<file path="src/rtl/button_event_pkg.sv">
// button_event_pkg: button ids, MMIO word field positions, default addresses and word builders
// shared by button_event_queue and its testbench.
package button_event_pkg;
   localparam logic [1:0] BTN_U = 2'd0;
   localparam logic [1:0] BTN_R = 2'd1;
   localparam logic [1:0] BTN_D = 2'd2;
   localparam logic [1:0] BTN_L = 2'd3;
   localparam int EV_VALID_BIT = 31;
   localparam int EV_PRESS_BIT = 2;
   localparam int EV_ID_LSB = 0;
   localparam int ST_OVF_BIT = 31;
   localparam int ST_COUNT_MSB = 15;
   localparam logic [11:0] DEF_STATUS_ADDR = 12'd2;
   localparam logic [11:0] DEF_DATA_ADDR = 12'd3;
   function automatic logic [31:0] ev_word(input logic press, input logic [1:0] id);
      ev_word = '0;
      ev_word[EV_VALID_BIT] = 1'b1;
      ev_word[EV_PRESS_BIT] = press;
      ev_word[EV_ID_LSB+:2] = id;
   endfunction
   function automatic logic [31:0] st_word(input logic ovf, input logic [15:0] count);
      st_word = '0;
      st_word[ST_OVF_BIT] = ovf;
      st_word[ST_COUNT_MSB:0] = count;
   endfunction
endpackage

</file>
<file path="src/rtl/btn_debounce.sv">
// btn_debounce: two-flop synchronizer plus stability counter; change strobes the cycle stable flips.
module btn_debounce #(
   parameter int DEBOUNCE_CYCLES = 250000
) (
   input  logic clock,
   input  logic reset,
   input  logic raw,
   output logic stable,
   output logic change
);
   localparam int CW = DEBOUNCE_CYCLES > 1 ? $clog2(DEBOUNCE_CYCLES) : 1;
   logic meta, sync;
   logic [CW-1:0] cnt;
   assign change = sync != stable && cnt == CW'(DEBOUNCE_CYCLES - 1);
   always_ff @(posedge clock)
      if (!reset) begin
         meta <= 1'b0;
         sync <= 1'b0;
         stable <= 1'b0;
         cnt <= '0;
      end else begin
         meta <= raw;
         sync <= meta;
         stable <= change ? sync : stable;
         cnt <= change || sync == stable ? '0 : cnt + 1'b1;
      end
endmodule

</file>
<file path="src/rtl/button_event_queue.sv">
// button_event_queue: debounced U/R/D/L buttons feeding an MMIO-polled event FIFO.
// Define BUTTON_EVENT_RELEASE_EN to queue release events as well as presses.
module button_event_queue
   import button_event_pkg::*;
#(
   parameter int DEBOUNCE_CYCLES = 250000,
   parameter int DEPTH = 8,
   parameter logic [11:0] STATUS_ADDR = DEF_STATUS_ADDR,
   parameter logic [11:0] DATA_ADDR = DEF_DATA_ADDR
) (
   input  logic        clock,
   input  logic        reset,
   input  logic [3:0]  btn_raw,
   input  logic [11:0] mem_addr,
   input  logic        mem_we,
   output logic [31:0] rdata,
   output logic        hit
);
   localparam int AW = $clog2(DEPTH);
   logic [3:0] stable, change, pending, set, grant;
   logic [1:0] sel;
   logic press, push, pop, clr, full, accept, drop, is_data, is_status, overflow;
   logic [2:0] mem [DEPTH];
   logic [2:0] head;
   logic [AW-1:0] wp, rp;
   logic [AW:0] count;
   for (genvar i = 0; i < 4; i++) begin : g_db
      btn_debounce #(.DEBOUNCE_CYCLES(DEBOUNCE_CYCLES)) u_db (
         .clock(clock),
         .reset(reset),
         .raw(btn_raw[i]),
         .stable(stable[i]),
         .change(change[i])
      );
   end
   always_comb begin
      sel = pending[0] ? BTN_U : pending[1] ? BTN_R : pending[2] ? BTN_D : BTN_L;
      push = |pending;
      grant = push ? 4'b1 << sel : 4'b0;
`ifdef BUTTON_EVENT_RELEASE_EN
      set = change;
      press = stable[sel];
`else
      set = change & ~stable;
      press = 1'b1;
`endif
      is_data = mem_addr == DATA_ADDR;
      is_status = mem_addr == STATUS_ADDR;
      pop = mem_we && is_data && count != '0;
      clr = mem_we && is_status;
      full = count == (AW+1)'(DEPTH);
      // a pop in the same cycle frees the slot, so a full FIFO still accepts
      accept = push && (!full || pop);
      drop = push && full && !pop;
      head = mem[rp];
   end
   assign hit = is_data || is_status;
   assign rdata = is_data ? (count != '0 ? ev_word(head[2], head[1:0]) : '0) :
                  is_status ? st_word(overflow, 16'(count)) : '0;
   always_ff @(posedge clock)
      if (!reset) begin
         pending <= '0;
         wp <= '0;
         rp <= '0;
         count <= '0;
         overflow <= 1'b0;
      end else begin
         pending <= (pending & ~grant) | set;
         wp <= wp + AW'(accept);
         rp <= rp + AW'(pop);
         count <= count + (AW+1)'(accept) - (AW+1)'(pop);
         overflow <= drop || (overflow && !clr);
      end
   always_ff @(posedge clock)
      if (accept) mem[wp] <= {press, sel};
endmodule

</file>
<file path="config.mk">
export PLATFORM = sky130hd
export DESIGN_NAME = button_event_queue
export DESIGN_NICKNAME = d
export VERILOG_FILES = /design/src/rtl/button_event_pkg.sv /design/src/rtl/btn_debounce.sv /design/src/rtl/button_event_queue.sv
export SDC_FILE = /design/constraint.sdc
export NUM_CORES = 1
export LEC_CHECK = 0
export CAP_MARGIN = 20
export CORE_UTILIZATION = 40
export DETAILED_ROUTE_END_ITERATION = 6
export PLACE_DENSITY = 0.61
export SYNTH_ARGS = -nofsm -noshare
export SYNTH_HDL_FRONTEND = slang
export SYNTH_SLANG_ARGS = --single-unit
</file>
<file path="constraint.sdc">
create_clock -name clock -period 3.4 [get_ports clock]
set_clock_uncertainty 0.15 [all_clocks]
set_input_delay 0.85 -clock clock [delete_from_list [all_inputs] [get_ports clock]]
set_output_delay 0.85 -clock clock [all_outputs]
set_load 0.02 [all_outputs]
</file>
Yosys cells after proc, flatten, opt, wreduce, memory -nomap -nowiden
Memory sizes are Yosys's and may differ from the RTL's. A register that Yosys moved wholly into a read port is not among the register bits.
Cells that the tools add are included.
{"block": "word_totals", "ff_bits": 99, "latch_bits": 0, "mem_bits_rw": 16, "romBits": 0, "input_bits": 19, "mem_count": 1}
{"name": "mem", "depth": 8, "width": 2, "rd": 1, "rd_clocked_by_memory_dff": 1, "wr": 1, "line_no": "button_event_queue.sv:23", "text": "logic [2:0] mem [DEPTH];"}
{"block": "classes", "n_addsub": 8, "n_mul": 0, "div_mod_pow": 0, "magnitude_cmp": 0, "n_eq_ne": 15, "n_shift": 1, "mux": 10, "n_bitwise": 6, "n_reduce_logical": 27}
{"op": "32-bit 2-to-1 mux", "count": 3}
{"op": "18-bit by 1-bit adder with 18-bit output, second input constant", "count": 4}
{"op": "18-bit == test, second input constant", "count": 4}
{"op": "12-bit by 2-bit == test with 1-bit output, second input constant", "count": 2}
{"op": "1-bit logical AND", "count": 11}
{"op": "4-bit AND", "count": 2}
{"op": "4-bit inverter", "count": 2}
{"op": "2-bit OR reduction", "count": 4}
{"op": "1-bit logical OR", "count": 7}
{"op": "3-bit by 1-bit adder with 3-bit output", "count": 2}
{"op": "4-bit by 1-bit adder with 4-bit output", "count": 1}
{"op": "1-bit == test", "count": 4}
{"op": "4-bit == test, second input constant", "count": 1}
{"op": "2-bit 2-to-1 mux", "count": 2}
{"op": "4-bit 2-to-1 mux", "count": 1}
{"op": "1-bit != test", "count": 4}
{"op": "4-bit OR", "count": 1}
{"op": "4-bit nonzero test", "count": 1}
{"op": "4-bit OR reduction", "count": 1}
{"op": "1-bit by 2-bit left shift with 4-bit output, first input constant", "count": 1}
{"op": "4-bit by 1-bit subtractor with 4-bit output", "count": 1}
{"op": "1-bit zero test", "count": 3}
{"op": "1-bit 2-to-1 mux", "count": 3}
{"op": "3-bit 2-to-1 mux", "count": 1}
{"op": "1-bit inverter", "count": 1}

Longest topological paths before layout
Gate-level depths: netlist (run 1).
{"block": "logic_depth", "word_depth": 8, "mapped_depth": 11}

Modules after synthesis
Synthesis (run 1) repeated with hierarchy kept, for this count alone.
{"block": "unflattened", "cells_unflattened": 577, "hier_area_um2": 5551.6}
{"mod": "btn_debounce", "n_inst": 4, "cells_each": 105, "area_each_um2": 948.4, "seq_area_each_um2": 420.4}
{"mod": "button_event_queue", "n_inst": 1, "cells_each": 157, "area_each_um2": 1757.9, "seq_area_each_um2": 780.7}

Least setup slack after synthesis (run 1)
Ideal clock, no wire load.
{"block": "synth_path", "path_kind": "input-to-reg", "startpoint": "input port mem_addr[3]", "endpoint": "register count[2]", "arrival_ns": 2.644, "required_ns": 3.132, "setup_slack_ns": 0.488, "path_stages": 11, "path_buffers": 1, "cell_sequence": "nor4b_1 and3_1 buf_2 and3_1 ha_1 inv_1 ha_1 inv_1 fa_1 xor2_1 nor2_1"}
{"block": "synth_via", "elab_chain_cells": 7}
{"item": "from (decl)", "line_no": "button_event_queue.sv:14", "text": "input logic [11:0] mem_addr,"}
{"item": "12-bit by 2-bit == test with 1-bit output *", "line_no": "button_event_queue.sv:47", "text": "is_data = mem_addr == DATA_ADDR;"}
{"item": "1-bit logical AND * (2 in a row)", "line_no": "button_event_queue.sv:49", "text": "pop = mem_we && is_data && count != '0;"}
{"item": "1-bit logical OR", "line_no": "button_event_queue.sv:53", "text": "accept = push && (!full || pop);"}
{"item": "1-bit logical AND", "line_no": "button_event_queue.sv:53"}
{"item": "4-bit by 1-bit adder with 4-bit output", "line_no": "button_event_queue.sv:71", "text": "count <= count + (AW+1)'(accept) - (AW+1)'(pop);"}
{"item": "4-bit by 1-bit subtractor with 4-bit output *", "line_no": "button_event_queue.sv:71"}
{"item": "to (signal assigned)", "line_no": "button_event_queue.sv:71"}
{"item": "to (decl)", "line_no": "button_event_queue.sv:26", "text": "logic [AW:0] count;"}
Mark *: on every way between the ends. The rest lies on a longest branch, timed or not.
A chain may end at the register's enable or synchronous reset.

Worst setup path in the final report (run 1)
{"block": "layout_path", "startpoint": "input port mem_addr[5]", "endpoint": "output port rdata[2]"}
{"block": "layout_via", "elab_chain_cells": 3, "word_cells_on_any_way": 4}
{"item": "12-bit by 2-bit == test with 1-bit output", "line_no": "button_event_queue.sv:48", "text": "is_status = mem_addr == STATUS_ADDR;"}
{"item": "32-bit 2-to-1 mux", "line_no": "button_event_queue.sv:59", "text": "is_status ? st_word(overflow, 16'(count)) : '0;"}
{"item": "32-bit 2-to-1 mux *", "line_no": "button_event_queue.sv:58", "text": "assign rdata = is_data ? (count != '0 ? ev_word(head[2], head[1:0]) : '0) :"}
{"item": "to (decl)", "line_no": "button_event_queue.sv:16", "text": "output logic [31:0] rdata,"}
Marked as above.

==> metrics, run 1 <==
run status finished clean; Area growth syn-to-layout 18.1%; count of flip-flops with a built-in enable after synthesis 16; unrepaired setup endpoints after global routing false; Starting DRT DRC Count 218; PortBufs 24; via count of the first global-routing pass 3901; wire length of the first global-routing pass 17500 um; length of the first detailed-routing pass in iterations 4; max-cap violations 0; sort of element at the start of the critical path input port; die area 14100 um2; post-synthesis instance area 5440 um2; core area 13200 um2; sequential fraction of design power 42.5%; Root Buffer Master clkbuf_16; placed wire-length estimate after detailed placement 6950 um; max_slew headroom 50.7%; maximum fanout encountered on the critical timing path 4; CTS clk-pin slew, worst paths 50 ps; commonest cells in the netlist dfxtp_1, nor2_1, nand2_1, xor2_1, nand3_1; Power, Total 3260 uW; overall die width 119 um; share of Yosys cell area claimed by the top area cell type 36.5%; Finished Core Util 48.5%; DIE HEIGHT 119 um; async set or reset register ratio after synthesis 0%; max-slew violation count 0; average cell area after synthesis 9.35 um2; DR vias 4070; worst skew pair latency 410 ps; CTS sink count 115; slew at the pin closest to its max-slew limit 737 ps; buffers inserted during post-CTS setup optimization 0; prevailing post-synth register cell dfxtp_1; most frequently used cell type in the post-synthesis netlist dfxtp_1; number of fillers in the final layout 1225; Sw Share 20.1%; vias per inst 5.04; average wire length per cell after detail routing 12.4 um; sequential-to-total area share from yosys stat 45.3%; DRC violation count after routing 0; Comb pwr share 2.3%; period utilization 96.9%; Int Pwr 2600 uW; clock tree from TritonCTS done; # H-tree levels 4; final routed wirelength across all metal layers 9990 um; Synth warnings 0; Initial Utilization 41.0%; minimum period implied by the final worst setup slack 3300 ps; total count of hold-check failures in the final report 0; antenna violations before repair 0; path category of the worst min-delay check reg2reg; number of antenna-violating nets in the routed design 0; part of the total power dissipated in the clock network 55.1%; Switch Pwr 655 uW; DP Worst Slack -354 ps; maximum number of pins on one net before global-route repair 18; nature of the critical path endpoint output pin; library cells used by synthesis 50; clk buf depth 2; number of buffers created by CTS 17; total of endpoints with negative setup slack in the final report 0; leakage power 0.00219 uW; Cell Pwr Density 507 nW/um2; number of instances in the synthesized netlist 581; nets@finish 651; largest cells by area after synthesis dfxtp_1, edfxtp_1, xor2_1; class of the most critical setup path in2out; Data arrival, critical path 2300 ps; share of final-layout standard cells stronger than drive strength 1 10.8%; fmax 0.303 GHz; Antenna diodes 0; VDD IR max 0.338 mV; post-synthesis cell type with the largest combined area dfxtp_1; minimum setup slack in the final design 105 ps; leftover overflow at the end of global routing 0; count of boundary I/O pins 52; flip-flop and latch count after synthesis 115; overall track demand over capacity in global routing 15.3%; row count 42; final estimated routing congestion in global placement 0.823; Critical Path RT 2400 ps
==> registers in the layout, indices dropped and copies added (netlist names) <==
name              count
count                 4
rp                    3
pending               4
mem                  16
wp                    3
g_db.u_db.meta        4
overflow              1
g_db.u_db.stable      4
g_db.u_db.sync        4
g_db.u_db.cnt        72
==> power groups by stage <==
| stage | logic [uW] | clock network, uW | registers (uW) |
|---|---|---|---|
| finish | 76.3 | 1790 | 1380 |
| global route | 83.5 | 1890 | 1380 |
| CTS | 75.3 | 1830 | 1380 |
| detailed placement | 74.8 | 0 | 1410 |
| global placement | 74.1 | 0 | 1410 |
| floorplan | 69.2 | 0 | 1410 |
==> layout by cell type (no fill, tap or decap), types with 12 or more instances in the layout <==
| cell type | n |
|---|---|
| nand3_1 | 31 |
| nor2_1 | 75 |
| ha_1 | 13 |
| nor4_1 | 20 |
| dfxtp_1 | 99 |
| buf_4 | 12 |
| clkbuf_16 | 17 |
| conb_1 | 27 |
| nand2_1 | 38 |
| edfxtp_1 | 16 |
| a21oi_1 | 20 |
| xnor2_1 | 28 |
| and2_1 | 18 |
| xor2_1 | 35 |
| inv_1 | 17 |
| clkdlybuf4s50_1 | 18 |
| nand4_1 | 26 |
==> timing repair <==
item                                    in CTS  in global routing
gates resized for setup                     17                  7
endpoints found under the setup margin       6                  5
pin swaps                                    1                  2
hold buffers                                 0                  0
==> critical path, cell delays in order <==
cell and delay [ps]:
clkdlybuf4s50_1 420, nor4b_2 270, and3_4 240, and2_4 160
a21o_1 110, clkdlybuf4s15_2 250
==> layer usage <==
layer | global-route usage, % | vias up | routed length, um
met2 | 25.6 | 71 | 4670
met5 | 0 | - | 0
met1 | 18.5 | 1903 | 4780
li1 | - | 2079 | -
met4 | 5.22 | 0 | 136
met3 | 4.83 | 17 | 405
==> metrics by stage <==
| stage | instances | instance area (um2) | setup TNS, ps | hold slack (ps) |
|---|---|---|---|---|
| after global placement | 775 | 5800 | -1680 | 267 |
| after global routing | 807 | 6420 | 0 | 299 |
| after detailed placement | 775 | 5800 | -1780 | 277 |
| final | 807 | 6420 | 0 | 286 |
| after floorplan | 607 | 5530 | 0 | 262 |
| after CTS | 807 | 6420 | 0 | 289 |
==> kinds of logic (layout without fill, tap and decap cells) <==
kind of cell | Yosys count | in the layout | share of synthesized area [%]
other cells | 1 | 27 | 0.0690
mux | 6 | 6 | 2.03
buf+inv | 62 | 86 | 6.42
simple gates | 276 | 276 | 27.1
xor+xnor | 63 | 63 | 10.2
fa+ha+maj | 14 | 14 | 3.36
flops | 115 | 115 | 45.3
compound gates | 44 | 44 | 5.52
==> final timing paths <==
kind	from	endpoint	cells past startpoint	slack, ps
hold reg to reg	g_db[0].u_db.meta	g_db[0].u_db.sync	1	290
hold / removal	g_db[0].u_db.meta	g_db[0].u_db.sync	1	290
setup reg to reg	count[2]	count[2]	12	920
setup / recovery	mem_addr[5]	rdata[2]	6	100
==> cell type report <==
cell class              instances  area [um2]  area share [%]
multi-input cells             430        2740            42.7
flip-flops and latches        115        2460            38.4
clock buffers                  24         512            7.97
repair buffers                 36         317            4.93
well taps                     176         220            3.43
clock inverters                 8        96.3            1.50
inverters                      18        67.6            1.05
Power figures use the tool's default switching activity.
==> inputs of run 2 (changes only) <==
--- a/config.mk
+++ b/config.mk
@@ -6,9 +6,9 @@
 export NUM_CORES = 1
 export LEC_CHECK = 0
 export CAP_MARGIN = 20
-export CORE_UTILIZATION = 40
+export CORE_UTILIZATION = 57
 export DETAILED_ROUTE_END_ITERATION = 6
-export PLACE_DENSITY = 0.61
+export PLACE_DENSITY = 0.81
 export SYNTH_ARGS = -nofsm -noshare
 export SYNTH_HDL_FRONTEND = slang
 export SYNTH_SLANG_ARGS = --single-unit
==> metrics, run 2 (synthesis gave the netlist of run 1 again) <==
maximum number of pins on one net before global-route repair 18 (unchanged); nature of the critical path endpoint output pin; period utilization 98.1% (+1.2 points); sequential fraction of design power 43.1% (+0.6 points); row count 35 (-17%); total count of hold-check failures in the final report 0 (unchanged); minimum setup slack in the final design 65.5 ps (-39.1 ps); DR vias 4238 (+4.1%); fmax 0.300 GHz (-1.2%); Sw Share 20.1% (about the same); clk buf depth 2 (unchanged); via count of the first global-routing pass 4091 (+4.9%); Crit-path slowest cell clkdlybuf4s50_1; Root Buffer Master clkbuf_8; commonest non-fill, non-tap cells in the layout dfxtp_1, nor2_1, nand2_1; part of the total power dissipated in the clock network 54.6% (-0.5 points); launch point of the critical path mem_addr[4]; class of the most critical setup path in2out; final routed wirelength across all metal layers 10600 um (+6.2%); PortBufs 24 (unchanged); placed wire-length estimate after detailed placement 7050 um (+1.4%); Initial Utilization 58.8% (+18 points); register with the most flip-flops g_db.u_db.cnt; Cell Count, Final, Fillers Out 757 (-6.2%); number of buffers created by CTS 17 (unchanged); Critical Path RT 2400 ps (about the same); most common library cell in the layout ignoring fill and taps dfxtp_1; sort of element at the start of the critical path input port; max-slew violation count 0 (unchanged); number of antenna-violating nets in the routed design 0 (unchanged); hold-fix buffers at CTS 0 (unchanged); Comb pwr share 2.3% (about the same); leakage power 0.00217 uW (-0.91%); worst path cell trace clkdlybuf4s50_1 > nor4_1 > and3_4 > and2_4 > a22o_1 > clkdlybuf4s15_2; worst skew pair latency 510 ps (+100 ps); length of the first detailed-routing pass in iterations 5 (+1); number of fillers in the final layout 682 (-44%); Final Cell Area 6330 um2 (-1.3%); die area 9930 um2 (-29%); overall track demand over capacity in global routing 23.3% (+8.0 points); nets@finish 648 (-0.46%); DRC violation count after routing 0 (unchanged); Antenna diodes 0 (unchanged); CTS clk-pin slew, worst paths 50 ps (about the same); CP peak stage delay 400 ps (-20 ps); run status finished clean; antenna violations before repair 0 (unchanged); DIE HEIGHT 99.7 um (-16%); count of boundary I/O pins 52 (unchanged); leftover overflow at the end of global routing 0 (unchanged); CTS sink count 115 (unchanged); VDD IR max 0.337 mV (-0.10%); Area growth syn-to-layout 16.5%; average wire length per cell after detail routing 14.0 um (+13%); area of the multi-input gates 2740 um2 (-0.23%); Data arrival, critical path 2330 ps (+30 ps); max-cap violations 0 (unchanged); Starting DRT DRC Count 262 (+20%); DP Worst Slack -344 ps (+9.23 ps); max_slew headroom 49.5% (-1.2 points); unrepaired setup endpoints after global routing false; slew at the pin closest to its max-slew limit 755 ps (+18.3 ps); Worst Min Path Start g_db[0].u_db.meta; # H-tree levels 4 (unchanged); total of endpoints with negative setup slack in the final report 0 (unchanged); reg2reg start count[2]; wire length of the first global-routing pass 18300 um (+4.9%); maximum fanout encountered on the critical timing path 4 (unchanged); Power, Total 3210 uW (-1.2%); biggest regs g_db.u_db.cnt (72), mem (16); final estimated routing congestion in global placement 0.805 (-2.2%); placement-stage cell area 5720 um2 (-1.4%); Cell Pwr Density 508 nW/um2 (+0.11%); Int Pwr 2570 uW (-1.2%); share of final-layout standard cells stronger than drive strength 1 10.0% (-0.74 points); Switch Pwr 647 uW (-1.2%); number of flip-flops in the largest register 72 (unchanged); Finished Core Util 68.5% (+20 points); storage element area 2460 um2 (unchanged); minimum period implied by the final worst setup slack 3330 ps (+39.1 ps); clock tree from TritonCTS done; DP Cell Count 725 (-6.5%); core area 9240 um2 (-30%); vias per inst 5.60 (+11%); path category of the worst min-delay check reg2reg; overall die width 99.7 um (-16%)
run 2: worst paths after layout:
path                        to  slack, ps  cells past startpoint
max                   rdata[0]         70                      6
max reg2reg           count[2]        910                     12
min reg2reg  g_db[0].u_db.sync        280                      1
min          g_db[0].u_db.sync        280                      1
run 2: critical path, delay by kind of cell:
family / cells / cell delay [ps]
buffers and inverters: 2 / 650
and+or+nand+nor: 3 / 690
AOI/OAI and AO/OA: 1 / 130
run 2: power groups by stage:
| stage | sequential (uW) | clock (uW) | combinational, uW |
|---|---|---|---|
| finish | 1380 | 1760 | 75.0 |
| global route | 1380 | 1840 | 81.9 |
| CTS | 1380 | 1770 | 74.2 |
| detailed placement | 1410 | 0 | 73.8 |
| global placement | 1410 | 0 | 72.7 |
| floorplan | 1410 | 0 | 69.2 |
run 2: final cells by class:
class	count	area share (%)
clock inverters	9	1.54
flip-flops and latches	115	38.9
repair buffers	33	4.84
well taps	129	2.55
clock buffers	23	7.88
inverters	18	1.07
multi-input cells	430	43.2
run 2: routing by layer:
metal | GRT usage, % | routed length (um) | part of all wire [%]
met1 | 28.3 | 4670 | 44
met3 | 6.75 | 588 | 5.5
met5 | 0 | 0 | 0
met2 | 38.9 | 5150 | 49
met4 | 9.28 | 204 | 1.9
run 2: stage by stage:
step	TNS [ps]	hold slack, ps
2_1_floorplan	0	262
3_3_place_gp	-1290	268
3_5_place_dp	-1910	270
4_1_cts	0	282
5_1_grt	0	292
6_report	0	281
run 2: timing repair:
action,in CTS,in global routing
buffers inserted,0,0
pin swaps,1,1
setup endpoints to repair,6,5
gates resized for setup,17,4
